[config.mk]
export PLATFORM = sky130hd
export DESIGN_NAME = mem_arbiter
export DESIGN_NICKNAME = d
export VERILOG_FILES = /design/src/rtl/mem_arbiter.sv
export SDC_FILE = /design/constraint.sdc
export NUM_CORES = 1
export LEC_CHECK = 0
export ABC_AREA = 1
export CAP_MARGIN = 40
export CORE_AREA = 2 2 119 121
export CTS_BUF_LIST = sky130_fd_sc_hd__clkbuf_16
export DETAILED_ROUTE_END_ITERATION = 8
export DIE_AREA = 0 0 121 123
export PLACE_DENSITY = 0.63
export SYNTH_ARGS = -nofsm -noshare
export SYNTH_HDL_FRONTEND = slang
export SYNTH_SLANG_ARGS = --single-unit
[constraint.sdc]
create_clock -name i_clk -period 1.85 [get_ports i_clk]
set_input_delay 0.185 -clock i_clk [delete_from_list [all_inputs] [get_ports i_clk]]
set_output_delay 0.185 -clock i_clk [all_outputs]
set_load 0.005 [all_outputs]
[src/rtl/mem_arbiter.sv]
// rtl/mem_arbiter.sv - two-master valid/ready memory port arbiter with stall watchdog
// Optional build macro ARB_ROUND_ROBIN_EN selects alternating fairness instead of fixed M0 priority.
`ifndef DATA_WIDTH
`define DATA_WIDTH 32
`endif

module mem_arbiter #(
  parameter int DATA_WIDTH = `DATA_WIDTH,
  parameter int MAX_WAIT   = 255
) (
  input  logic                  i_clk,
  input  logic                  i_rst,
  input  logic [31:0]           i_m0_addr,
  input  logic [31:0]           i_m1_addr,
  input  logic [DATA_WIDTH-1:0] i_m0_data,
  input  logic [DATA_WIDTH-1:0] i_m1_data,
  input  logic                  i_m0_wr_valid,
  input  logic                  i_m1_wr_valid,
  output logic                  o_m0_wr_ready,
  output logic                  o_m1_wr_ready,
  output logic [DATA_WIDTH-1:0] o_m0_data,
  output logic [DATA_WIDTH-1:0] o_m1_data,
  output logic                  o_m0_rd_valid,
  output logic                  o_m1_rd_valid,
  input  logic                  i_m0_rd_ready,
  input  logic                  i_m1_rd_ready,
  output logic [31:0]           o_addr,
  output logic [DATA_WIDTH-1:0] o_data,
  output logic                  o_wr_valid,
  input  logic                  i_wr_ready,
  input  logic [DATA_WIDTH-1:0] i_data,
  input  logic                  i_rd_valid,
  output logic                  o_rd_ready,
  output logic [1:0]            o_grant,
  output logic                  o_timeout
);

  // State codes are one-hot so the grant output is the state register itself.
  localparam logic [1:0] S_IDLE   = 2'b00;
  localparam logic [1:0] S_GRANT0 = 2'b01;
  localparam logic [1:0] S_GRANT1 = 2'b10;

  localparam logic [7:0] MAX_CNT  = 8'(MAX_WAIT);

  logic [1:0] state_q, state_d;
  logic       last_q, last_d;
  logic [7:0] wait_cnt_q, wait_cnt_d;
  logic       timeout_q, timeout_d;

  logic req0, req1;
  logic g0, g1;
  logic handshake;

  assign req0 = i_m0_wr_valid | i_m0_rd_ready;
  assign req1 = i_m1_wr_valid | i_m1_rd_ready;
  assign g0   = (state_q == S_GRANT0);
  assign g1   = (state_q == S_GRANT1);

  always_comb begin
    o_addr     = '0;
    o_data     = '0;
    o_wr_valid = 1'b0;
    o_rd_ready = 1'b0;
    if (g0) begin
      o_addr     = i_m0_addr;
      o_data     = i_m0_data;
      o_wr_valid = i_m0_wr_valid;
      o_rd_ready = i_m0_rd_ready;
    end else if (g1) begin
      o_addr     = i_m1_addr;
      o_data     = i_m1_data;
      o_wr_valid = i_m1_wr_valid;
      o_rd_ready = i_m1_rd_ready;
    end
  end

  // Slave-side outputs are already zero in IDLE, so this never fires there.
  assign handshake = (o_wr_valid & i_wr_ready) | (i_rd_valid & o_rd_ready);

  assign o_m0_wr_ready = g0 & i_wr_ready;
  assign o_m0_rd_valid = g0 & i_rd_valid;
  assign o_m0_data     = g0 ? i_data : '0;
  assign o_m1_wr_ready = g1 & i_wr_ready;
  assign o_m1_rd_valid = g1 & i_rd_valid;
  assign o_m1_data     = g1 ? i_data : '0;

  assign o_grant   = state_q;
  assign o_timeout = timeout_q;

  always_comb begin
    state_d = state_q;
    last_d  = last_q;
    case (state_q)
      S_IDLE: begin
        if (req0 && req1) begin
`ifdef ARB_ROUND_ROBIN_EN
          state_d = last_q ? S_GRANT0 : S_GRANT1;
`else
          state_d = S_GRANT0;
`endif
        end else if (req0) begin
          state_d = S_GRANT0;
        end else if (req1) begin
          state_d = S_GRANT1;
        end
      end
      S_GRANT0: begin
        if (handshake) begin
          state_d = S_IDLE;
          last_d  = 1'b0;
        end else if (!req0) begin
          state_d = S_IDLE;
        end
      end
      S_GRANT1: begin
        if (handshake) begin
          state_d = S_IDLE;
          last_d  = 1'b1;
        end else if (!req1) begin
          state_d = S_IDLE;
        end
      end
      default: state_d = S_IDLE;
    endcase
  end

  // Every grant is entered from IDLE, so holding the counter at zero there clears it on entry.
  always_comb begin
    wait_cnt_d = wait_cnt_q;
    timeout_d  = timeout_q;
    if (state_q == S_IDLE) begin
      wait_cnt_d = 8'd0;
    end else if (!handshake && (wait_cnt_q != 8'hFF)) begin
      wait_cnt_d = wait_cnt_q + 8'd1;
    end
    if ((state_q != S_IDLE) && (wait_cnt_d == MAX_CNT)) begin
      timeout_d = 1'b1;
    end
  end

  always_ff @(posedge i_clk or posedge i_rst) begin
    if (i_rst) begin
      state_q    <= S_IDLE;
      last_q     <= 1'b1;
      wait_cnt_q <= 8'd0;
      timeout_q  <= 1'b0;
    end else begin
      state_q    <= state_d;
      last_q     <= last_d;
      wait_cnt_q <= wait_cnt_d;
      timeout_q  <= timeout_d;
    end
  end

endmodule

# Word-level counts from Yosys, hierarchy flattened
# Cells that the tools add are included.
dict set report word_totals {
  register_bits 11
  output_inout_bits 137
  wordCells 47
}
dict set report classes {
  n_addsub 1
  n_reduce_logical 7
  eq_ne 7
  n_bitwise 9
  muxes 20
}
# operator n
set ops {}
lappend ops {{32-bit two-way mux} 6}
lappend ops {{8-bit two-way mux} 2}
lappend ops {{2-bit two-way mux} 7}
lappend ops {{8-bit by 1-bit adder with 8-bit output (second input constant)} 1}
lappend ops {{8-bit equality test (second input constant)} 1}
lappend ops {{8-bit inequality test (second input constant)} 1}
lappend ops {{1-bit AND} 6}
lappend ops {{3-bit by 2-bit inequality test with 1-bit output (second input constant)} 2}
lappend ops {{2-bit case mux with 3 select lines} 1}
lappend ops {{1-bit two-way mux} 4}
lappend ops {{4-bit inequality test (second input constant)} 1}
lappend ops {{1-bit logical AND} 3}
lappend ops {{1-bit bitwise OR} 3}
lappend ops {{3-bit AND reduction} 1}
lappend ops {{2-bit by 1-bit equality test with 1-bit output (second input constant)} 1}
lappend ops {{2-bit equality test (second input constant)} 1}
lappend ops {{2-bit logical NOT} 1}
lappend ops {{2-bit nonzero test} 1}
lappend ops {{1-bit logical NOT} 1}

# Depth between registers and ports, before layout
dict set report depth {
  depth_word 11
  ltp_mapped 13
  mapped_depth_nobuf 12
}

# Worst setup path after synthesis
# OpenSTA, ideal clock, no wires.
dict set report synth_path {
  path_kind {reg2reg}
  from {register wait_cnt_q[0]}
  to {register timeout_q (netlist: o_timeout)}
  setup_time_ps 65
  path_slack_ps 393
  arrival_ps 1392
  t_required_ps 1785
  stages_incl_launch_ff 13
  n_path_buf 0
  path_cell_list {dfrtp_1 ha_1 inv_1 nor2_2 nand2_2 nand3_4 nand2_1 inv_1 nor2_2 nand2_1 nor2_1 nand2_1 nand2_1}
}
dict set report synth_between {
  elab_chain_cells 6
  word_cells_on_any_way 7
}
# item line
set synth_lines {}
lappend synth_lines {{start, declared} 47} ;# logic [7:0] wait_cnt_q, wait_cnt_d;
lappend synth_lines {{start signal, assigned} 150} ;# wait_cnt_q <= wait_cnt_d;
lappend synth_lines {{parallel branches: the longest is 2 deep, another holds 8-bit by 1-bit adder with 8-bit output} --}
lappend synth_lines {{8-bit two-way mux *} 133} ;# end else if (!handshake && (wait_cnt_q != 8'hFF)) begin
lappend synth_lines {{8-bit two-way mux *} 131} ;# if (state_q == S_IDLE) begin
lappend synth_lines {{named net wait_cnt_d[0]} 47}
lappend synth_lines {{8-bit equality test *} 136} ;# if ((state_q != S_IDLE) && (wait_cnt_d == MAX_CNT)) begin
lappend synth_lines {{1-bit logical AND *} 136}
lappend synth_lines {{end signal, assigned} 151} ;# timeout_q <= timeout_d;
lappend synth_lines {{end, declared} 48} ;# logic timeout_q, timeout_d;
# Mark *: on every way through the listed nets, which the timed path passes.
# A chain may end at the register's enable or synchronous reset.

# Worst setup path after layout
dict set report layout_path {
  from {register state_q[0] (netlist: o_grant[0])}
  to {output o_addr[6]}
}
dict set report layout_between {
  elab_chain_cells 3
  word_cells_on_any_way 4
}
# item line
set layout_lines {}
lappend layout_lines {{start, declared} 45} ;# logic [1:0] state_q, state_d;
lappend layout_lines {{start signal, assigned} 148} ;# state_q <= state_d;
lappend layout_lines {{2-bit equality test} --}
lappend layout_lines {{32-bit two-way mux} 69} ;# end else if (g1) begin
lappend layout_lines {{32-bit two-way mux *} 64} ;# if (g0) begin
lappend layout_lines {{end, declared} 27} ;# output logic [31:0] o_addr,
# Every way passes the cells marked *; elsewhere a longest branch is shown, timed or not.

==> summary.txt <==
Run status
  • Status: complete, but fails checks
  • Failing checks: negative setup slack

STA
  • Final min period: 1873 ps
  • Rel. slew slack: 68.13%
  • Period utilization: 101.3%
  • RSZ-0062 raised after global routing: true
  • Fin Clk Skew: 4.969 ps
  • Fin. max-slew vios: 0
  • Final setup fails: 14
  • Worst setup margin: -23.25 ps
  • Fmax: 0.5338 GHz
  • WHS: 257.3 ps
  • Measured slew at the worst slew-check pin: 477.6 ps
  • Final Hold Fails: 0

Yosys
  • Cell variety after synth: 25
  • Ranking of synthesized cells by area: nand2_1 29%, nand3_1 17%, nor2_1 14%
  • Complex-gate fraction of the synthesized area: 2.487%
  • YS warnings: 0
  • Multiplexer area fraction after synthesis: 0%
  • Avg Cell Area, Syn: 4.792 um2
  • Post-synthesis sequential area ratio: 13.03%
  • Syn_nets: 610
  • Simple-gate share of the synthesized area: 67.67%
  • Post-synth top area cell: nand2_1
  • Synth Cell Area: 0.002113 mm2
  • Syn Inst Count: 441
  • Post-Synth XOR/XNOR Area: 1.243%
  • Combinational family with the most area after synthesis: simple AND/OR/NAND/NOR gates
  • Post-Synth Adder-Cell Area: 0.5921%
  • Synthesis-stage register bit count: 11
  • Synth top area share: 29.48%

Place
  • Placed Area: 0.005515 mm2
  • Placed cell count: 916
  • Place WS: 95.09 ps
  • Port buffer count: 304
  • DP HPWL: 10.61 mm
  • Placer Congestion: 0.7771

Worst setup path
  • Critical path launch point type: register
  • Worst reg2reg startpoint: o_grant[1]$_DFFE_PP0P_
  • Delay-heaviest family, CP: buffers and inverters
  • Critical Path End Type: primary output
  • WP data required: 1660 ps
  • R2r endpoint: o_timeout$_DFFE_PP0P_
  • CP Buf/Inv Count: 3
  • FF-to-FF path depth: 13
  • Worst reg-to-reg setup slack: 110 ps
  • Critical Path Most Common Cell: nand2_1
  • Slowest stage delay, CP: 500 ps
  • CP max FO: 10
  • Crit Path Category: register to primary output
  • CP arrival: 1690 ps
  • Critical-path cell list: nor2_4 -> buf_4 -> clkbuf_16 -> nand2_1 -> nand2_1 -> clkdlybuf4s50_1
  • Slowest CP cell: clkdlybuf4s50_1

Clocking
  • Clk slew on worst S/H paths: 50 ps
  • CTS Hold Bufs: 0
  • Clock buffer depth: 2
  • Clock Latency Late Sink: 240 ps
  • Root Buffer: clkbuf_16
  • H-tree Lvls: 1
  • TritonCTS Sinks: 11
  • Total CTS buffers: 3
  • CTS tree: yes

Detailed routing
  • DR vias: 3904
  • Vias/cell: 4.153
  • # DRC: 0
  • Post-Route WL: 13.69 mm
  • Drt first pass iters: 4
  • Post-route ant nets: 0
  • WL/cell: 14.56 um
  • 1st-iter DRT viols: 184

Finish
  • Area growth from synthesis to final layout: 176.0%
  • Layout cells sized above 1: 9.342%
  • Reg area: 276.5 um2
  • Layout Nets: 930
  • Number of fill cells in the layout: 1460
  • Multi-input logic area: 0.001531 mm2
  • ANT cells: 0
  • Post-route design area: 0.005832 mm2
  • Fin cells: 940
  • Most frequent cells in the layout: 205 x clkdlybuf4s50_1, 165 x nand2_1, 76 x nor2_1
  • Most common cell after layout, fill and taps aside: clkdlybuf4s50_1

Hold path
  • Hold WC Path Type: primary input to asynchronous set/reset pin

Die
  • Initial Util: 15.53%
  • Core ar.: 0.01361 mm2
  • Chip height: 123 um
  • I/O pin count: 305
  • Die width: 121 um
  • Die area: 0.01488 mm2
  • Rows: 43

GRT
  • Global-route wire length before repair: 18.15 mm
  • Total track usage: 15.30%
  • Overflow left after global routing: 0
  • Largest net degree at the start of global routing: 66
  • Vias in the first global route: 3469
  • Initial antenna violation count: 0

Pwr
  • Pleak: 3.240 nW
  • Total Power: 0.002789 W
  • Maximum VDD drop: 0.2510 mV
  • Power per Cell Area: 478.3 mW/mm2

Run
  • Max-Cap Viols: 0
[worst reg2reg max path, delay by kind of cell, from the launching register on]
kind                   cells  cell delay [ps]
buffers and inverters      2              280
DFF                        1              400
and+or+nand+nor           11             1010
[kinds of logic (layout without fill, tap and decap cells)]
kind of cell | count (synthesis) | after routing
AO/OA/AOI/OAI | 10 | 10
AND/OR/NAND/NOR | 335 | 335
adder cells (fa/ha/maj) | 1 | 1
buffers and inverters | 81 | 400
flip-flops | 11 | 11
XOR/XNOR | 3 | 3
[metal layers]
metal	vias up	share of wire (%)	global-route usage [%]
li1	1982	-	-
met1	1716	39	19.04
met2	198	51	27.25
met3	8	9.1	3.506
met4	0	0.86	2.616
met5	-	0	0
[report_power, final]
group	switching, W	total, W	internal [W]
Sequential	0.0000501	0.000329	0.000279
Clock	0.000120	0.000407	0.000287
Combinational	0.000862	0.00205	0.00119
Total	0.00103	0.00279	0.00176
[final cells by class]
type                    count  area share [%]
repair buffers            343           60.27
multi-input cells         349           26.26
flip-flops and latches     11           4.741
well taps                 180           3.862
inverters                  53           3.497
clock buffers               3           1.287
clock inverters             1         0.08582
[flip-flops by register name, indices dropped and copies added, names as in the netlist]
| signal | count |
|---|---|
| o_grant | 2 |
| o_timeout | 1 |
| wait_cnt_q | 8 |
[how the worst max path moves through the flow]
stage                       startpoint               endpoint  slack, ps  cells after the start
2_1_floorplan  wait_cnt_q[0]$_DFF_PP0_  o_timeout$_DFFE_PP0P_        390                     12
3_3_place_gp             i_m0_wr_valid  o_timeout$_DFFE_PP0P_        100                     12
3_5_place_dp    o_grant[1]$_DFFE_PP0P_             o_addr[16]        100                      6
4_1_cts         o_grant[0]$_DFFE_PP0P_              o_addr[0]       -120                      5
5_1_grt         o_grant[1]$_DFFE_PP0P_              o_addr[0]        -90                      7
6_report        o_grant[0]$_DFFE_PP0P_              o_addr[6]        -20                      6
[through the flow]
step           setup TNS (ps)  utilization [%]
2_1_floorplan               0                -
3_3_place_gp                0            40.52
3_5_place_dp                0            40.52
4_1_cts                 -2560            40.69
5_1_grt                 -2526            42.84
6_report               -176.0            42.84
[synth_stat cells]
library cell and count:
nand2_1 166, nor2_1 77, nand3_1 73, inv_1 46
clkbuf_1 17, dfrtp_1 11, buf_2 7, a21oi_1 6
nand4_1 6, inv_2 5, nand2_2 4, buf_1 3
nor2_2 3, clkinv_1 2, nand2_4 2, nand3_2 2
o21ai_0 2, xor2_1 2, a211oi_1 1, buf_4 1
ha_1 1, nand3_4 1, nor2_4 1, o21ai_1 1
xnor2_1 1
[timing repair]
item	in CTS	in global routing
pin swaps	0	3
buffers inserted	4	10
gates resized for setup	80	58
setup endpoints to repair	132	57
endpoints found under the hold margin	0	0
cloned	0	6
(Power assumes the default switching activity.)
